===== src/rtl/if_stage.sv =====
// ---------------------------------------------------------------------------
// if_stage : instruction-fetch stage of a 5-stage RV32I pipeline.
//
// Holds the PC, issues one-at-a-time requests to a variable-latency
// instruction memory and loads the IF/ID pipeline register.
//
// Ports
//   CLK, RST_n            clock (rising edge), async active-low reset
//   PCWrite, IF_IDWrite   hazard-unit stall controls (advance only when both 1)
//   Redirect, RedirectPC  taken branch/jump: flush IF/ID and refetch target
//   IMem_req, IMem_addr   memory request / word-aligned request address
//   IMem_rdata, IMem_valid returned instruction / response strobe
//   PC_ID, Instr_ID, Valid_ID  IF/ID register contents
//   ControlBubble         ~Valid_ID, for the hazard unit
//   state_dbg             current fetch FSM state (debug visibility)
//
// Memory handshake: a request is open while IMem_req=1; IMem_req and
// IMem_addr stay stable until (and including) the cycle IMem_valid=1, which
// closes it. IMem_valid while no request is open is ignored.
// ---------------------------------------------------------------------------
module if_stage #(
  parameter int                XLEN      = 32,
  parameter logic [XLEN-1:0]   RESET_PC  = '0,
  parameter logic [31:0]       NOP_INSTR = 32'h0000_0013
) (
  input  logic            CLK,
  input  logic            RST_n,
  input  logic            PCWrite,
  input  logic            IF_IDWrite,
  input  logic            Redirect,
  input  logic [XLEN-1:0] RedirectPC,
  output logic            IMem_req,
  output logic [XLEN-1:0] IMem_addr,
  input  logic [31:0]     IMem_rdata,
  input  logic            IMem_valid,
  output logic [XLEN-1:0] PC_ID,
  output logic [31:0]     Instr_ID,
  output logic            Valid_ID,
  output logic            ControlBubble,
  output logic [1:0]      state_dbg
);

  // REQ : request open for req_addr
  // HOLD: response captured in buf while stalled; no request open
  // DROP: request open but its response is stale (redirect happened)
  typedef enum logic [1:0] {
    S_REQ  = 2'd0,
    S_HOLD = 2'd1,
    S_DROP = 2'd2
  } state_e;

  state_e          state_q, state_d;
  logic [XLEN-1:0] pc_q, pc_d;
  logic [XLEN-1:0] req_addr_q, req_addr_d;
  logic [31:0]     buf_q, buf_d;
  logic [XLEN-1:0] pc_id_q, pc_id_d;
  logic [31:0]     instr_id_q, instr_id_d;
  logic            valid_id_q, valid_id_d;

  logic            adv;
  logic [XLEN-1:0] redirect_tgt;
  logic            deliver;
  logic [XLEN-1:0] deliver_pc;
  logic [31:0]     deliver_instr;

  assign adv          = PCWrite & IF_IDWrite;
  assign redirect_tgt = RedirectPC & ~XLEN'(3);

  // Fetch FSM: next state, PC, request address, hold buffer
  always_comb begin
    state_d       = state_q;
    pc_d          = pc_q;
    req_addr_d    = req_addr_q;
    buf_d         = buf_q;
    deliver       = 1'b0;
    deliver_pc    = req_addr_q;
    deliver_instr = IMem_rdata;
    case (state_q)
      S_REQ: begin
        if (Redirect && IMem_valid) begin
          // request closes this cycle, so the target can go out next cycle
          pc_d       = redirect_tgt;
          req_addr_d = redirect_tgt;
        end else if (Redirect) begin
          // request still open: keep its address until the stale reply lands
          pc_d    = redirect_tgt;
          state_d = S_DROP;
        end else if (IMem_valid && adv) begin
          deliver    = 1'b1;
          pc_d       = pc_q + XLEN'(4);
          req_addr_d = pc_q + XLEN'(4);
        end else if (IMem_valid) begin
          buf_d   = IMem_rdata;
          state_d = S_HOLD;
        end
      end
      S_HOLD: begin
        if (Redirect) begin
          buf_d      = '0;
          pc_d       = redirect_tgt;
          req_addr_d = redirect_tgt;
          state_d    = S_REQ;
        end else if (adv) begin
          deliver       = 1'b1;
          deliver_pc    = pc_q;
          deliver_instr = buf_q;
          pc_d          = pc_q + XLEN'(4);
          req_addr_d    = pc_q + XLEN'(4);
          state_d       = S_REQ;
        end
      end
      S_DROP: begin
        if (Redirect) pc_d = redirect_tgt;
        if (IMem_valid) begin
          req_addr_d = Redirect ? redirect_tgt : pc_q;
          state_d    = S_REQ;
        end
      end
      default: state_d = S_REQ;
    endcase
  end

  // IF/ID register: redirect flush beats the stall
  always_comb begin
    pc_id_d    = pc_id_q;
    instr_id_d = instr_id_q;
    valid_id_d = valid_id_q;
    if (Redirect) begin
      valid_id_d = 1'b0;
      instr_id_d = NOP_INSTR;
    end else if (!IF_IDWrite) begin
      // hold
    end else if (deliver) begin
      pc_id_d    = deliver_pc;
      instr_id_d = deliver_instr;
      valid_id_d = 1'b1;
    end else begin
      valid_id_d = 1'b0;
      instr_id_d = NOP_INSTR;
    end
  end

  always_ff @(posedge CLK or negedge RST_n) begin
    if (!RST_n) begin
      state_q    <= S_REQ;
      pc_q       <= RESET_PC;
      req_addr_q <= RESET_PC;
      buf_q      <= '0;
      pc_id_q    <= '0;
      instr_id_q <= NOP_INSTR;
      valid_id_q <= 1'b0;
    end else begin
      state_q    <= state_d;
      pc_q       <= pc_d;
      req_addr_q <= req_addr_d;
      buf_q      <= buf_d;
      pc_id_q    <= pc_id_d;
      instr_id_q <= instr_id_d;
      valid_id_q <= valid_id_d;
    end
  end

  // No request may be seen while reset is asserted
  assign IMem_req      = RST_n & (state_q != S_HOLD);
  assign IMem_addr     = req_addr_q;
  assign PC_ID         = pc_id_q;
  assign Instr_ID      = instr_id_q;
  assign Valid_ID      = valid_id_q;
  assign ControlBubble = ~valid_id_q;
  assign state_dbg     = state_q;

endmodule


===== config.mk =====
export PLATFORM = sky130hd
export DESIGN_NAME = if_stage
export DESIGN_NICKNAME = d
export VERILOG_FILES = /design/src/rtl/if_stage.sv
export SDC_FILE = /design/constraint.sdc
export NUM_CORES = 1
export LEC_CHECK = 0
export BUFFER_PORTS_ARGS = -buffer_cell sky130_fd_sc_hd__buf_2
export CAP_MARGIN = 15
export CORE_ASPECT_RATIO = 0.5
export CORE_MARGIN = 2
export CORE_UTILIZATION = 53
export CTS_BUF_LIST = sky130_fd_sc_hd__clkbuf_2 sky130_fd_sc_hd__clkbuf_4 sky130_fd_sc_hd__clkbuf_8
export DETAILED_ROUTE_END_ITERATION = 7
export GPL_TIMING_DRIVEN = 1
export PLACE_DENSITY = 0.87
export SLEW_MARGIN = 10
export SYNTH_ARGS = -nofsm -noshare
export SYNTH_HDL_FRONTEND = slang
export SYNTH_SLANG_ARGS = --single-unit

===== constraint.sdc =====
create_clock -name CLK -period 2.3 [get_ports CLK]
set_input_delay 0.115 -clock CLK [delete_from_list [all_inputs] [get_ports CLK]]
set_output_delay 0.115 -clock CLK [all_outputs]
set_load 0.03 [all_outputs]

After elaboration in Yosys (flattened, before gate mapping)
Index checks and enable logic that the tools add are counted.

$add $sub $neg: 1. Equality and inequality tests: 15. Muxes and demuxes: 41. Bitwise logic cells: 4. Reduce and logical (&&, ||, !) cells: 11.

Operator list (number): 2-to-1 mux 32 bit (21); case mux 32 bit (3 select lines) (2); case mux 32 bit (2 select lines) (1); adder 32 x 3 -> 32 bit, second input constant (1); inequality test 3 bit, second input constant (5); 2-to-1 mux 2 bit (7); inequality test 2 bit, second input constant (6); AND reduction 5 bit (2); 2-to-1 mux 1 bit (8); case mux 2 bit (3 select lines) (1); AND reduction 3 bit (2); AND reduction 6 bit (1); inequality test 4 bit, second input constant (1); nonzero test 2 bit (2); nonzero test 3 bit (1); bitwise AND 1 bit (2); equality test 2 x 1 -> 1 bit, second input constant (1); equality test 2 bit, second input constant (1); logical AND 1 bit (2); zero test 2 bit (1); inequality test 2 x 1 -> 1 bit, second input constant (1); inverter 1 bit (2); case mux 1 bit (2 select lines) (1).

Register bits: 163. Input bits: 70. Word-level logic and storage cells: 79.

Depth between registers and ports, before layout
Depth in word-level cells: 9. Gate-level depth with buffers: 10. Gate-level depth less buffers: 8.

Worst setup path before layout
No wires, ideal clock.

Path type: flip-flop to flip-flop. Start point: register state_q[1] (netlist: state_dbg[1]). End point: register pc_id_q[24] (netlist: PC_ID[24]). Library setup time: 134 ps. Arrival time: 2377 ps. Slack: -211 ps. Cell stages (with the launch flop): 10. Path buffers: 4. Period minus slack after synthesis: 2511 ps. Cells stage by stage: dfrtp_1 inv_1 ha_1 clkbuf_1 clkbuf_1 nand2_1 buf_2 buf_1 mux2i_1 o21ai_0.

Longest elaborated chain between the ends: 3.

Ends and longest elaborated chain: from (decl) (line 52) `state_e state_q, state_d;`; from (signal assigned) (line 153) `state_q <= state_d;`; equality test 2 x 1 -> 1 bit or zero test 2 bit (tied branches) (line 78) `case (state_q)`; case mux 1 bit (2 select lines) (line 78); AND reduction 3 bit (no line); to (signal assigned) (line 157) `pc_id_q <= pc_id_d;`; to (decl) (line 56) `logic [XLEN-1:0] pc_id_q, pc_id_d;`.

Several ways; a longest one is shown, not always the timed one. A chain may end at the register's enable or synchronous reset.

Worst setup path in the final report
Start point: register pc_q[14]. End point: register req_addr_q[31] (netlist: IMem_addr[31]).

Longest elaborated chain between the ends: 5.

Ends and longest elaborated chain: from (decl) (line 53) `logic [XLEN-1:0] pc_q, pc_d;`; from (signal assigned) (line 154) `pc_q <= pc_d;`; adder 32 x 3 -> 32 bit * (line 91, 108); 2-to-1 mux 32 bit (line 88) `end else if (IMem_valid && adv) begin`; 2-to-1 mux 32 bit (line 84) `end else if (Redirect) begin`; 2-to-1 mux 32 bit (line 80) `if (Redirect && IMem_valid) begin`; case mux 32 bit (3 select lines) * (line 78); to (signal assigned) (line 155) `req_addr_q <= req_addr_d;`; to (decl) (line 54) `logic [XLEN-1:0] req_addr_q, req_addr_d;`.

Mark *: on every way between the ends. The rest lies on a longest branch, timed or not. The select of a mux whose other input is x is not followed.

==> out/qor.yml <==
cts_max_path_buffers: 2
whs_path_depth: 3
powerDensity_nw_per_um2: 1280
ant_nets: 0
placementRows: 34
place.gp.congestion: 1.02
run_status: "complete, no violations"
power.switching_mw: 7.77
worst-r2r-setup-slack_ns: 0.01
cp-start-kind: "register"
path_clk_slew_ns: 0.09
dieHeight_um: 99.1
relSlewSlack: 0.373
critPathKind: "register to register"
top_layer_used: "met4"
cp-end-kind: "register"
ys_ff_latch: 163
wl_per_cell_um: 21.3
totalWireLength_um: 35200
dieArea_um2: 19200
final_cell_mix: "210 x nand2_1, 167 x buf_2, 151 x dfrtp_1"
wirelength_met1_um: 14600
vias: 10400
routed-wl-met2_um: 15400
intPower_mw: 8.28
dr.pass1.iters: 6
fin_tns_setup_ns: 0
drc_errors: 0
worstPathArrival_ns: 2.63
dp_hpwl_um: 24100
setup_viol: 0
syn_to_final_growth_pct: 30.6
peakVddDrop_v: 0.000615
grt.total_usage: 0.367
io_pins: 171
clk_latency_ns: 0.48
syn_area_um2: 9590
cts.sinks: 163
switching_share: 0.484
layout_commonest_cell: "nand2_1"
r2r-start: "pc_q[14]"
cts_max_level: 4
finalMaxSlewViolations: 0
post-route-min-period_ns: 2.29
core-area_um2: 17500
grt_max_degree: 164
cts_root_buffer: "clkbuf_8"
nNetsFinal: 1484
viasPerCell: 6.30
wl_met3_um: 4070
yosys_warnings: 0
io_buffers: 168
hold_viol: 0
tightest_slew_ns: 0.941
overflow: 0
critPathRequiredTime_ns: 2.64
power_frac_seq: 0.297
fmax_ghz: 0.437
hold_path_startpoint: "RedirectPC[11]"
crit_fanout: 4
initial_utilization: 0.547
syn-instance-count: 1150
skew_ns: 0.0180
drt-initial-drc-count: 1144
p_comb_frac: 0.555
drive_above_1_share: 0.274
dp_slack_ns: -0.130
antenna_found_initial: 0
grt_pass1_wl_um: 55100
synth_ff_type: "dfrtp_1"
ys_seq_area_frac: 0.426
hold_end: "IMem_addr[11]"
p_leak_nw: 6.16
r2r_end: "IMem_addr[31]"
finalCritPeriodShare: 0.995
r2r_cells: 6
cts_tree: "built"
grt_pass1_vias: 9852
fin_ws_ns: 0.0118
synth_nets: 1225
ys_types: 69
die_width_um: 194
syn_area_per_cell_um2: 8.34
numCtsBuffers: 17
async_flop_share: 1.00
hp-class: "primary input to register"
grt_setup_unrepaired: "true"
synth_edf_count: 0
diodes: 0
drv_cap: 0
clockPowerShare: 0.148
worst max-delay path, stage by stage, from the launching register on:
cell      delay, ns
dfrtp_1        0.43
nand4_1        0.16
or4_1          0.46
or4_4          0.51
and3_1         0.21
a211oi_1       0.27
a31oi_1        0.12
flip-flops by register name, indices dropped and copies added (netlist names):
signal,flops
state_dbg,2
IMem_addr,32
PC_ID,32
pc_q,32
Instr_ID,32
buf_q,32
Valid_ID,1
power by group through the flow:
stage          clock network (mW)  logic [mW]  registers [mW]
6_report                     2.38        8.91            4.77
5_1_grt                      2.52        9.52            4.87
4_1_cts                      2.38        8.57            4.71
3_5_place_dp                    0        8.44            4.76
3_3_place_gp                    0        8.27            4.69
2_1_floorplan                   0        4.20            5.57
cell type report:
type | count | area [µm²]
Multi-Input combinational cell | 866 | 5220
Clock buffer | 18 | 248
Clock inverter | 14 | 189
Fill cell | 1328 | 5000
Sequential cell | 163 | 4090
Tap cell | 234 | 293
Timing Repair Buffer | 347 | 2430
Inverter | 14 | 52.6
synth_stat cells, types with 11 or more instances:
master	instances	area share
a211oi_1	12	0.0094
a21oi_1	47	0.025
a22oi_1	11	0.0086
a31oi_1	18	0.012
buf_1	12	0.0047
buf_2	16	0.0084
clkbuf_1	77	0.030
dfrtp_1	160	0.42
inv_1	14	0.0055
mux2i_1	67	0.070
nand2_1	213	0.083
nand2b_1	13	0.0085
nand3_1	57	0.030
nand4_1	13	0.0085
nor2_1	80	0.031
nor3_1	18	0.0094
o211ai_1	18	0.014
o21ai_0	129	0.067
xnor2_1	15	0.014
per-stage QoR:
step,hold slack [ns],instance area (µm²),utilization,instances,total power [mW]
detailed placement,0.354,11400,0.651,1570,13.2
CTS,0.00955,12400,0.707,1652,15.7
finish,0.0343,12500,0.715,1656,16.1
floorplan,-0.181,9650,-,1150,9.77
global placement,0.332,11400,0.651,1570,13.0
global route,0.0314,12500,0.715,1656,16.9
what timing repair did:
action,4_1_cts,5_1_grt
resized for setup,6,28
setup buffers,0,4
pin swaps,0,3
setup endpoints to repair,13,33
hold buffers,50,0
endpoints found under the hold margin,237,0
how the worst max path moves through the flow:
stage / from / end / slack, ns / cells after the start
final: pc_q[14] / IMem_addr[31] / 0.01 / 6
after global routing: state_dbg[1] / IMem_addr[21] / -0.07 / 8
after CTS: pc_q[2] / pc_q[18] / 0.01 / 8
after detailed placement: state_dbg[0] / IMem_addr[22] / -0.13 / 6
after global placement: pc_q[3] / IMem_addr[28] / -0.06 / 7
after floorplan: pc_q[2] / pc_q[18] / -0.004 / 8
metal layers:
metal	track usage	vias up
met1	0.522	4962
met3	0.0793	102
met5	0	-
met2	0.560	734
li1	-	4630
met4	0.133	0
cell families after synthesis:
logic type                 share of synthesized area
buffers and inverters                         0.0503
adders and majority gates                    0.00653
and+or+nand+nor                                0.210
DFF                                            0.426
xor gates and xnor gates                      0.0228
muxes                                         0.0747
AOI/OAI and AO/OA                              0.210
Power figures use the tool's default switching activity.
